## src/rtl/cdb_scheduler_pkg.sv

```systemverilog
// Shared constants and types for the CDB completion scheduler.
package cdb_scheduler_pkg;

  localparam int N             = 2;
  localparam int NUM_FU_ALU    = 3;
  localparam int NUM_FU_MULT   = 2;
  localparam int NUM_FU_BRANCH = 1;
  localparam int NUM_FU_LDST   = 1;
  localparam int NUM_FU_TOTAL  = NUM_FU_MULT + NUM_FU_ALU + NUM_FU_BRANCH + NUM_FU_LDST;

  // FU_IDX: column offsets inside one slot select, LSB first
  localparam int MULT_BASE   = 0;
  localparam int ALU_BASE    = MULT_BASE + NUM_FU_MULT;
  localparam int BRANCH_BASE = ALU_BASE + NUM_FU_ALU;
  localparam int LDST_BASE   = BRANCH_BASE + NUM_FU_BRANCH;

  // Holders are the multi-cycle units: mults first, then ldst
  localparam int NUM_HOLDERS = NUM_FU_MULT + NUM_FU_LDST;

  localparam int CNT_W      = $clog2(N + 1);
  localparam int ALU_PTR_W  = (NUM_FU_ALU > 1) ? $clog2(NUM_FU_ALU) : 1;
  localparam int AGE_W      = 4;
  localparam logic [AGE_W-1:0] AGE_MAX = 4'hF;

  typedef logic [NUM_FU_TOTAL-1:0] fu_vec_t;
  typedef fu_vec_t [N-1:0] CDB_GNT_BUS;

  // Column of holder h in the slot select vector
  function automatic int holder_col(input int h);
    return (h < NUM_FU_MULT) ? (MULT_BASE + h) : (LDST_BASE + h - NUM_FU_MULT);
  endfunction

endpackage

```

## src/rtl/cdb_scheduler_if.sv

```systemverilog
// Issue/completion handshake bundle between the execute stage and the scheduler.
interface cdb_scheduler_if import cdb_scheduler_pkg::*; ();

  logic [NUM_FU_ALU-1:0]    alu_req;
  logic [NUM_FU_BRANCH-1:0] branch_req;
  logic [NUM_FU_MULT-1:0]   mult_cdb_valid;
  logic [NUM_FU_LDST-1:0]   ldst_cdb_valid;
  logic [NUM_FU_ALU-1:0]    alu_issue_gnt;
  logic [NUM_FU_BRANCH-1:0] branch_issue_gnt;
  logic [NUM_FU_MULT-1:0]   mult_cdb_en;
  logic [NUM_FU_LDST-1:0]   ldst_cdb_en;
  CDB_GNT_BUS               complete_gnt_bus;

  modport master (
    output alu_req, branch_req, mult_cdb_valid, ldst_cdb_valid,
    input  alu_issue_gnt, branch_issue_gnt, mult_cdb_en, ldst_cdb_en, complete_gnt_bus
  );

  modport slave (
    input  alu_req, branch_req, mult_cdb_valid, ldst_cdb_valid,
    output alu_issue_gnt, branch_issue_gnt, mult_cdb_en, ldst_cdb_en, complete_gnt_bus
  );

endinterface

```

## src/rtl/cdb_scheduler_rr_pick.sv

```systemverilog
// Rotating picker: grants up to 'budget' requesters starting at start_ptr.
module rr_pick #(
  parameter  int WIDTH = 3,
  parameter  int CNT_W = 2,
  localparam int PTR_W = (WIDTH > 1) ? $clog2(WIDTH) : 1
) (
  input  logic [WIDTH-1:0] req,
  input  logic [PTR_W-1:0] start_ptr,
  input  logic [CNT_W-1:0] budget,
  output logic [WIDTH-1:0] gnt,
  output logic [PTR_W-1:0] next_ptr
);

  // Walk requesters in rotating order; next_ptr lands one past the last grant
  always_comb begin : pick
    int taken;
    int idx;
    gnt      = '0;
    next_ptr = start_ptr;
    taken    = 0;
    idx      = 0;
    for (int k = 0; k < WIDTH; k++) begin
      idx = (int'(start_ptr) + k) % WIDTH;
      for (int j = 0; j < WIDTH; j++) begin
        if ((j == idx) && req[j] && (taken < int'(budget))) begin
          gnt[j]   = 1'b1;
          taken    = taken + 1;
          next_ptr = PTR_W'((j + 1) % WIDTH);
        end
      end
    end
  end

endmodule

```

## src/rtl/cdb_scheduler.sv

```systemverilog
// Allocates the N CDB slots each cycle and registers the selects one cycle later.
module cdb_scheduler import cdb_scheduler_pkg::*; #(
  parameter int STARVE_LIMIT = 4
) (
  input  logic           clock,
  input  logic           reset,
  cdb_scheduler_if.slave bus
);

  logic [NUM_HOLDERS-1:0] holder_valid;
  logic [NUM_HOLDERS-1:0] holder_elig;
  logic [NUM_HOLDERS-1:0] holder_urgent;
  logic [NUM_HOLDERS-1:0] holder_win;
  logic [NUM_HOLDERS-1:0] pend_q;
  logic [AGE_W-1:0]       age_q [NUM_HOLDERS];

  logic [NUM_FU_BRANCH-1:0] branch_win;
  logic [NUM_FU_ALU-1:0]    alu_win;
  logic [ALU_PTR_W-1:0]     rr_q;
  logic [ALU_PTR_W-1:0]     rr_next;
  logic [CNT_W-1:0]         hp_cnt;
  logic [CNT_W-1:0]         alu_budget;

  CDB_GNT_BUS gnt_hp;
  CDB_GNT_BUS gnt_d;
  CDB_GNT_BUS gnt_q;

  // A holder granted last cycle is masked so it never wins twice in a row
  assign holder_valid = {bus.ldst_cdb_valid, bus.mult_cdb_valid};
  assign holder_elig  = holder_valid & ~pend_q;

  // A holder becomes urgent once it has waited STARVE_LIMIT cycles
  always_comb begin
    for (int h = 0; h < NUM_HOLDERS; h++) begin
      holder_urgent[h] = (age_q[h] >= AGE_W'(STARVE_LIMIT));
    end
  end

  // Fill slots with urgent holders, then branch, then non-urgent holders
  always_comb begin : hp_pick
    int cnt;
    gnt_hp     = '0;
    holder_win = '0;
    branch_win = '0;
    cnt        = 0;
    for (int h = 0; h < NUM_HOLDERS; h++) begin
      if (holder_elig[h] && holder_urgent[h] && (cnt < N)) begin
        for (int s = 0; s < N; s++) begin
          if (s == cnt) gnt_hp[s] = gnt_hp[s] | (fu_vec_t'(1) << holder_col(h));
        end
        holder_win[h] = 1'b1;
        cnt = cnt + 1;
      end
    end
    for (int b = 0; b < NUM_FU_BRANCH; b++) begin
      if (bus.branch_req[b] && (cnt < N)) begin
        for (int s = 0; s < N; s++) begin
          if (s == cnt) gnt_hp[s] = gnt_hp[s] | (fu_vec_t'(1) << (BRANCH_BASE + b));
        end
        branch_win[b] = 1'b1;
        cnt = cnt + 1;
      end
    end
    for (int h = 0; h < NUM_HOLDERS; h++) begin
      if (holder_elig[h] && !holder_urgent[h] && (cnt < N)) begin
        for (int s = 0; s < N; s++) begin
          if (s == cnt) gnt_hp[s] = gnt_hp[s] | (fu_vec_t'(1) << holder_col(h));
        end
        holder_win[h] = 1'b1;
        cnt = cnt + 1;
      end
    end
    hp_cnt = CNT_W'(cnt);
  end

  // ALUs get whatever slots the higher-priority groups left over
  assign alu_budget = CNT_W'(N) - hp_cnt;

  rr_pick #(
    .WIDTH (NUM_FU_ALU),
    .CNT_W (CNT_W)
  ) u_alu_rr (
    .req       (bus.alu_req),
    .start_ptr (rr_q),
    .budget    (alu_budget),
    .gnt       (alu_win),
    .next_ptr  (rr_next)
  );

  // Append ALU winners after the other groups, in rotating order from rr_q
  always_comb begin : alu_place
    int cnt;
    int a;
    gnt_d = gnt_hp;
    cnt   = int'(hp_cnt);
    a     = 0;
    for (int k = 0; k < NUM_FU_ALU; k++) begin
      a = (int'(rr_q) + k) % NUM_FU_ALU;
      for (int j = 0; j < NUM_FU_ALU; j++) begin
        if ((j == a) && alu_win[j]) begin
          for (int s = 0; s < N; s++) begin
            if (s == cnt) gnt_d[s] = gnt_d[s] | (fu_vec_t'(1) << (ALU_BASE + j));
          end
          cnt = cnt + 1;
        end
      end
    end
  end

  assign bus.alu_issue_gnt    = reset ? '0 : alu_win;
  assign bus.branch_issue_gnt = reset ? '0 : branch_win;
  assign bus.complete_gnt_bus = gnt_q;
  assign bus.mult_cdb_en      = pend_q[NUM_FU_MULT-1:0];
  assign bus.ldst_cdb_en      = pend_q[NUM_HOLDERS-1:NUM_FU_MULT];

  // Register this cycle's slot selects and holder winners; reset discards them
  always_ff @(posedge clock) begin
    if (reset) begin
      gnt_q  <= '0;
      pend_q <= '0;
      rr_q   <= '0;
    end else begin
      gnt_q  <= gnt_d;
      pend_q <= holder_win;
      if (|alu_win) rr_q <= rr_next;
    end
  end

  // Age each holder while it waits with a valid result; clear on grant or idle
  always_ff @(posedge clock) begin
    for (int h = 0; h < NUM_HOLDERS; h++) begin
      if (reset || !holder_valid[h] || holder_win[h]) begin
        age_q[h] <= '0;
      end else if (age_q[h] != AGE_MAX) begin
        age_q[h] <= age_q[h] + 1'b1;
      end
    end
  end

endmodule

```

## src/flat_wrapper.sv

```systemverilog
// flat-port wrapper written by rule: the top's interface ports become plain ports
module cdb_scheduler_flat import cdb_scheduler_pkg::*;
#(
  parameter int STARVE_LIMIT = 4
)
  (clock, reset, bus_alu_req, bus_branch_req, bus_mult_cdb_valid, bus_ldst_cdb_valid, bus_alu_issue_gnt, bus_branch_issue_gnt, bus_mult_cdb_en, bus_ldst_cdb_en, bus_complete_gnt_bus);
  cdb_scheduler_if bus_i ();
  input  logic clock;
  input  logic reset;
  input wire logic [$bits(bus_i.alu_req)-1:0] bus_alu_req;
  input wire logic [$bits(bus_i.branch_req)-1:0] bus_branch_req;
  input wire logic [$bits(bus_i.mult_cdb_valid)-1:0] bus_mult_cdb_valid;
  input wire logic [$bits(bus_i.ldst_cdb_valid)-1:0] bus_ldst_cdb_valid;
  output wire logic [$bits(bus_i.alu_issue_gnt)-1:0] bus_alu_issue_gnt;
  output wire logic [$bits(bus_i.branch_issue_gnt)-1:0] bus_branch_issue_gnt;
  output wire logic [$bits(bus_i.mult_cdb_en)-1:0] bus_mult_cdb_en;
  output wire logic [$bits(bus_i.ldst_cdb_en)-1:0] bus_ldst_cdb_en;
  output wire logic [$bits(bus_i.complete_gnt_bus)-1:0] bus_complete_gnt_bus;
  assign bus_i.alu_req = bus_alu_req;
  assign bus_i.branch_req = bus_branch_req;
  assign bus_i.mult_cdb_valid = bus_mult_cdb_valid;
  assign bus_i.ldst_cdb_valid = bus_ldst_cdb_valid;
  assign bus_alu_issue_gnt = bus_i.alu_issue_gnt;
  assign bus_branch_issue_gnt = bus_i.branch_issue_gnt;
  assign bus_mult_cdb_en = bus_i.mult_cdb_en;
  assign bus_ldst_cdb_en = bus_i.ldst_cdb_en;
  assign bus_complete_gnt_bus = bus_i.complete_gnt_bus;
  cdb_scheduler #(.STARVE_LIMIT(STARVE_LIMIT)) u_core (.clock(clock), .reset(reset), .bus(bus_i));
endmodule
```

## config.mk

```make
export PLATFORM = sky130hd
export DESIGN_NAME = cdb_scheduler_flat
export DESIGN_NICKNAME = d
export VERILOG_FILES = /design/src/rtl/cdb_scheduler_pkg.sv /design/src/rtl/cdb_scheduler_if.sv /design/src/rtl/cdb_scheduler_rr_pick.sv /design/src/rtl/cdb_scheduler.sv /design/src/flat_wrapper.sv
export SDC_FILE = /design/constraint.sdc
export NUM_CORES = 1
export LEC_CHECK = 0
export ABC_CLOCK_PERIOD_IN_PS = 25800
export BUFFER_PORTS_ARGS = -buffer_cell sky130_fd_sc_hd__buf_2
export CAP_MARGIN = 20
export CORE_MARGIN = 2
export CORE_UTILIZATION = 30
export CTS_BUF_LIST = sky130_fd_sc_hd__clkbuf_16
export CTS_CLUSTER_SIZE = 20
export DETAILED_ROUTE_END_ITERATION = 7
export GPL_ROUTABILITY_DRIVEN = 1
export HOLD_SLACK_MARGIN = 0.1
export PLACE_DENSITY = 0.45
export REMOVE_ABC_BUFFERS = 1
export SYNTH_ARGS = -nofsm -noshare
export SYNTH_HDL_FRONTEND = slang
export SYNTH_HIERARCHICAL = 1
export SYNTH_SLANG_ARGS = --single-unit
export TNS_END_PERCENT = 5
```

## constraint.sdc

```tcl
create_clock -name clock -period 25.8 [get_ports clock]
set_clock_uncertainty 0.15 [all_clocks]
set_input_delay 1.29 -clock clock [delete_from_list [all_inputs] [get_ports clock]]
set_output_delay 1.29 -clock clock [all_outputs]
set_load 0.05 [all_outputs]
```

## Word-level counts from Yosys, hierarchy flattened

Memories as Yosys holds them, arrays and structs flattened.
Index checks and enable logic that the tools add are counted.

- Memories kept: 1
- Flip-flop bits (word level): 19
- Output and inout bits: 21
- Memory bits (writable): 12
- Input port bits: 9
- Word-level logic and storage cells: 268

Memory list:

| memory | words | bits a word | rd ports | clocked after Yosys merged registers in | write ports | RTL line | RTL |
|---|---|---|---|---|---|---|---|
| u_core.age_q | 3 | 4 | 3 | 0 | 3 | cdb_scheduler.sv:15 | `logic [AGE_W-1:0] age_q [NUM_HOLDERS];` |

- Bitwise operators: 5
- $lt $le $gt $ge: 18
- Equal/unequal tests: 24
- Reduce and logical (&&, ||, !) cells: 72
- $add $sub $neg: 27
- Divide/modulo/power cells: 3
- Mux-type cells: 114

Operators with widths:

| operator | count |
|---|---|
| two-way mux 32 bit | 20 |
| adder 32 x 2 -> 32 bit (second input constant) | 18 |
| zero test 32 bit | 17 |
| == test 2 x 32 -> 1 bit (first input constant) | 16 |
| less-than comparator 32 x 3 -> 1 bit | 8 |
| less-than comparator 32 x 3 -> 1 bit (second input constant) | 5 |
| == test 3 x 32 -> 1 bit (first input constant) | 3 |
| remainder unit 32 x 3 -> 32 bit (second input constant) | 2 |
| logical AND 1 bit | 39 |
| two-way mux 1 bit | 37 |
| two-way mux 12 bit | 3 |
| two-way mux 4 bit | 9 |
| two-way mux 11 bit | 3 |
| remainder unit 3 x 3 -> 32 bit (second input constant) | 1 |
| two-way mux 10 bit | 3 |
| two-way mux 5 bit | 6 |
| two-way mux 14 bit | 2 |
| two-way mux 2 bit | 14 |
| two-way mux 7 bit | 4 |
| two-way mux 3 bit | 7 |
| two-way mux 9 bit | 2 |
| two-way mux 13 bit | 1 |
| adder 4 x 1 -> 4 bit (second input constant) | 3 |
| greater-or-equal comparator 4 x 3 -> 1 bit (second input constant) | 3 |
| other kinds (21) | 37 |

## Logic depth before layout (Yosys ltp)

- Depth after elaboration: 65
- Gate-level depth with buffers: 97
- Mapped depth without buffers: 93

## Cells and area by module

The synthesis kept the hierarchy.

By module, submodules not included:

| module | seq. area each (sq um) | instances | cells an instance | area an instance (sq um) |
|---|---|---|---|---|
| cdb_scheduler | 740.7 | 1 | 408 | 3412.0 |
| rr_pick | 0.0 | 1 | 136 | 1016.0 |

## Worst setup path before layout

Ideal clock, no wire load.

- Path kind: input to register
- Start point: input port bus_mult_cdb_valid[0]
- End point: register u_core.gnt_q (netlist bit u_core/bus.complete_gnt_bus[11])
- Setup time: 92 ps
- Arrival time: 19887 ps
- Buffers on the path: 4
- Slack: 5671 ps
- Data required time: 25558 ps
- Cell stages on the path: 92
- Cells stage by stage: nor3b_1 > ha_1 > nor3_1 > inv_1 > fa_1 > inv_1 > ha_1 > o22ai_1 > inv_1 > nor3_1 > xnor2_1 > inv_1 > ha_1 > a211oi_1 > nor2_1 > nor2_1 > nor2_1 > ha_1 > [... 56 more ...] > a31oi_1 > o31ai_1 > a21o_1 > nor2_1 > inv_1 > ha_1 > or2_2 > o31ai_1 > inv_1 > ha_1 > and3_1 > clkbuf_2 > xnor3_1 > xnor2_1 > o32ai_1 > nand3_1 > or3_1 > o32ai_1

- Word-level cells in the longest chain between the ends: 64
- Elaborated cells on any way between the ends: 110
- Those cells by class: add/sub (22); order compare (15); eq/ne (3); mux (43); bitwise (1); reduce/logical (26)

Ends and longest elaborated chain:

| item | RTL line | RTL |
|---|---|---|
| from (decl) | flat_wrapper.sv:12 | `input wire logic [$bits(bus_i.mult_cdb_valid)-1:0] bus_mult_cdb_valid;` |
| bitwise AND 3 bit (*) | cdb_scheduler.sv:30 | `assign holder_elig = holder_valid & ~pend_q;` |
| logical AND 1 bit | cdb_scheduler.sv:47 | `if (holder_elig[h] && holder_urgent[h] && (cnt < N)) begin` |
| two-way mux 1 bit | cdb_scheduler.sv:47 |  |
| less-than comparator 1 x 2 -> 1 bit | cdb_scheduler.sv:47 |  |
| logical AND 1 bit | cdb_scheduler.sv:47 |  |
| two-way mux 32 bit | cdb_scheduler.sv:47 |  |
| less-than comparator 32 x 3 -> 1 bit | cdb_scheduler.sv:47 |  |
| logical AND 1 bit | cdb_scheduler.sv:47 |  |
| [... 14 more ...] | - |  |
| net u_core.alu_budget[1] | cdb_scheduler.sv:22 | `logic [CNT_W-1:0] alu_budget;` |
| [... 27 more ...] | - |  |
| net u_core.alu_win[2] | cdb_scheduler.sv:18 | `logic [NUM_FU_ALU-1:0] alu_win;` |
| [... 7 more ...] | - |  |
| two-way mux 32 bit | cdb_scheduler.sv:100 | `if ((j == a) && alu_win[j]) begin` |
| adder 32 x 2 -> 32 bit | cdb_scheduler.sv:104 | `cnt = cnt + 1;` |
| two-way mux 32 bit | cdb_scheduler.sv:100 |  |
| adder 32 x 2 -> 32 bit | cdb_scheduler.sv:104 |  |
| two-way mux 32 bit | cdb_scheduler.sv:100 |  |
| == test 2 x 32 -> 1 bit | cdb_scheduler.sv:102 | `if (s == cnt) gnt_d[s] = gnt_d[s] \| (fu_vec_t'(1) << (ALU_BASE + j));` |
| two-way mux 5 bit | cdb_scheduler.sv:102 |  |
| two-way mux 12 bit (*) | cdb_scheduler.sv:100 |  |
| to (signal assigned) | cdb_scheduler.sv:123 | `gnt_q <= gnt_d;` |
| to (decl) | cdb_scheduler.sv:26 | `CDB_GNT_BUS gnt_q;` |

Mark *: on every way through the listed nets, which the timed path passes. The rest lies on a longest branch.
A chain may end at the register's enable or synchronous reset.

## Final worst setup path

- Start point: input port bus_mult_cdb_valid[1]
- End point: register u_core.gnt_q (netlist bit u_core/bus.complete_gnt_bus[4])

- Elaborated cells on any way between the ends: 115
- Those cells by class: add/sub (21); order compare (14); mux (50); bitwise (1); reduce/logical (29)

RTL lines:

| item | RTL line | RTL |
|---|---|---|
| bitwise AND 3 bit (*) | cdb_scheduler.sv:30 |  |
| logical AND 1 bit (2 in series) | cdb_scheduler.sv:47 |  |
| two-way mux 32 bit | cdb_scheduler.sv:47 |  |
| less-than comparator 32 x 3 -> 1 bit | cdb_scheduler.sv:47 |  |
| logical AND 1 bit | cdb_scheduler.sv:47 |  |
| two-way mux 32 bit | cdb_scheduler.sv:47 |  |
| less-than comparator 32 x 3 -> 1 bit | cdb_scheduler.sv:56 | `if (bus.branch_req[b] && (cnt < N)) begin` |
| logical AND 1 bit | cdb_scheduler.sv:56 |  |
| [... 11 more ...] | - |  |
| net u_core.alu_budget[1] | cdb_scheduler.sv:22 |  |
| [... 24 more ...] | - |  |
| net u_core.alu_win[1] | cdb_scheduler.sv:18 |  |
| [... 9 more ...] | - |  |
| two-way mux 32 bit | cdb_scheduler.sv:100 |  |
| adder 32 x 2 -> 32 bit | cdb_scheduler.sv:104 |  |
| two-way mux 32 bit | cdb_scheduler.sv:100 |  |
| adder 32 x 2 -> 32 bit | cdb_scheduler.sv:104 |  |
| two-way mux 32 bit | cdb_scheduler.sv:100 |  |
| zero test 32 bit | cdb_scheduler.sv:102 |  |
| two-way mux 5 bit | cdb_scheduler.sv:102 |  |
| two-way mux 12 bit (*) | cdb_scheduler.sv:100 |  |

Marks and branches as above.

==> impl_results.md <==
* RR Startpoint: u_core/age_q[0][2]
* Mapped Area at 4430 µm²
* CP max stage cell: xnor2_1
* Port buffer count at 29
* Largest net degree at the start of global routing at 25
* Peak VDD IR at 0.0000246 V
* Number of flops mapped to enable cells by yosys at 12
* R2R cell count at 88
* Status: completed
* Slew HR at 34.8%
* Post-Route WL at 11400 µm
* Crit. Startpoint: bus_mult_cdb_valid[1]
* Worst hold endpoint: u_core/age_q[0][0]
* Startpoint types: input pin
* Initial Util at 30.6%
* Cts hold-fix bufs at 0
* Vias per inst at 5.39
* WL/cell at 15.3 µm
* WS Path Type: in2reg
* # Post-CTS Setup Buffers at 0
* Die Wd at 125 µm
* DRT antenna net count at 0
* Async SR Flop Fraction at 0%
* Final Max Tran Viols at 0
* CP endpoint kind: flip-flop
* Post-synthesis xor/xnor area fraction at 8.56%
* Hold Path Stages at 1
* Sink Count at 31
* Final period utilization at 88.8%
* FF/Latch Area at 741 µm²
* Area leader, netlist: ha_1
* Core box area at 14500 µm²
* Yosys warns at 6
* Initial antenna violation count at 0
* Synth Area in Compound Gates at 19.4%
* Main combinational cell family by area after synthesis: simple AND/OR/NAND/NOR gates
* HPWL after DPL at 9170 µm
* Syn Area/Cell at 8.14 µm²
* PwrDens at 94.5 nW/µm²
* Gr ovfl total at 0
* Clk pin slew, worst setup/hold paths at 50 ps
* Nets@finish at 630
* Max H-tree Level at 2
* Share of Yosys cell area claimed by the top area cell type at 17.0%
* Worst hold path type: reg2reg
* Number of buffers created by CTS at 5
* Root Buffer: clkbuf_16
* Post-synth top cells: ha_1 (60), nor2_1 (59), inv_1 (47), nand2_1 (37), xnor2_1 (23)
* Multi-input logic area at 3390 µm²
* Leakage at 2.17 nW
* Worst Path Max Fanout at 14
* Synthesized instance count at 544
* Synth Area in Simple Gates at 25.4%
* #FFs+latches synth at 31
* Vias in the first global route at 3822
* Drt drc at 0
* Worst path max stage delay at 580 ps
* IO Pins at 30
* Clk Latency, worst-skew pair at 270 ps
* Drt initial violations at 251
* FP Rows at 44
* Crit path arrival time at 22940 ps
* Largest buffer count on any clock path at 2
* Sequential element share of the synthesized area at 16.7%
* Proportion of layout cells with a drive suffix above 1 at 13.4%
* Fmax at 43.6 MHz
* Resized cells post-CTS at 0
* Flop2flop setup slack at 3470 ps
* # diodes at 0
* Hold Startpoint: u_core/age_q[0][0]
* Final Critical Period at 22920 ps
* Placer Congestion at 0.839
* Final number of hold-violating endpoints at 0
* Post-synthesis mux area share at 5.62%
* Global-route wire length before repair at 19000 µm
* Drt first pass iters at 5
* P&R area growth vs syn at 9.01%
* Synth top area cells: ha_1 (17%), dfxtp_1 (8.6%), edfxtp_1 (8.1%)
* Fillers at 1524
* Most used cell, CP: ha_1
* Most instantiated library cell after synthesis: ha_1
* RSZ-0062 raised after global routing: false
* Die area at 15700 µm²
* Adder-Cell Fraction of Synth Area at 17.6%
* Setup TNS at 0 ps
* Via count at 4014
* Final setup fails at 0
* Die height at 125 µm
* Total GRT Usage at 14.3%
* Max Cap Violations at 0
* Data required time of the worst path at 25820 ps
* Synth Flop Type: dfxtp_1
* Slew @ Worst Pin at 965 ps
* RR Endpoint: u_core/bus.complete_gnt_bus[4]
* Synth unique cells at 82
* CTS tree: built
* Final Power at 456 µW
==> sequential cells by signal (all words and copies together) (netlist names) <==
register / cells
u_core/rr_q: 2
u_core/bus.complete_gnt_bus: 14
u_core/pend_q: 3
u_core/age_q: 12
==> layout by cell type (no fill, tap or decap), types with 7 or more instances in the layout <==
| cell type | n |
|---|---|
| nor3_1 | 14 |
| nand3_1 | 20 |
| nand4_1 | 8 |
| buf_2 | 29 |
| mux2_2 | 9 |
| xnor2_1 | 23 |
| edfxtp_1 | 12 |
| o21ai_0 | 12 |
| nor2_1 | 59 |
| a21oi_1 | 21 |
| a31oi_1 | 7 |
| and3_1 | 12 |
| a211oi_1 | 9 |
| inv_1 | 49 |
| xor2_1 | 8 |
| dfxtp_1 | 19 |
| nand3b_1 | 9 |
| nand2_1 | 37 |
| mux2i_1 | 11 |
| ha_1 | 60 |
==> power by group <==
group	internal, mW	switching [mW]
clock	0.0348	0.0201
combinational	0.128	0.216
sequential	0.0553	0.00233
==> kinds of logic after synthesis <==
group | count (synthesis)
AO/OA/AOI/OAI | 114
XOR/XNOR | 36
adder cells (fa/ha/maj) | 62
buffers and inverters | 68
flip-flops | 31
multiplexers | 22
AND/OR/NAND/NOR | 211
==> final cells by class <==
class                           instances  share of cell area [%]
Multi-Input combinational cell        445                    70.3
Sequential cell                        31                    15.3
Tap cell                              184                    4.77
Inverter                               48                    3.73
Timing Repair Buffer                   29                    3.01
Clock buffer                            5                    2.59
Clock inverter                          3                   0.259
==> critical path, delay by kind of cell <==
kind | cells | cell delay [ps]
adders and majority gates | 18 | 4990
AOI/OAI and AO/OA | 24 | 5600
and+or+nand+nor | 24 | 6270
muxes | 4 | 1520
xor gates and xnor gates | 5 | 1700
buffers and inverters | 13 | 1520
==> layer usage <==
metal,track usage [%],wire [µm]
met5,0,0
met4,2.81,97
met3,1.11,422
met2,24.0,5190
met1,20.3,5720
==> worst max-delay path by stage <==
stage / endpoint / slack (ps)
floorplan: u_core/bus.complete_gnt_bus[11] / 5900
global placement: u_core/bus.complete_gnt_bus[4] / 3040
detailed placement: u_core/bus.complete_gnt_bus[4] / 2920
CTS: u_core/bus.complete_gnt_bus[4] / 3080
global route: u_core/bus.complete_gnt_bus[4] / 1280
finish: u_core/bus.complete_gnt_bus[4] / 2880
==> metrics by stage <==
stage	area (µm²)	std cells	hold WS [ps]	setup WS (ps)	utilization, %
after floorplan	4310	524	397	5900	-
after global placement	4690	737	432	3040	32.4
after detailed placement	4690	737	444	2920	32.4
after CTS	4830	745	451	3080	33.3
after global routing	4830	745	465	1280	33.3
final	4830	745	444	2880	33.3
No activity file was read; power rests on OpenSTA's default activity.
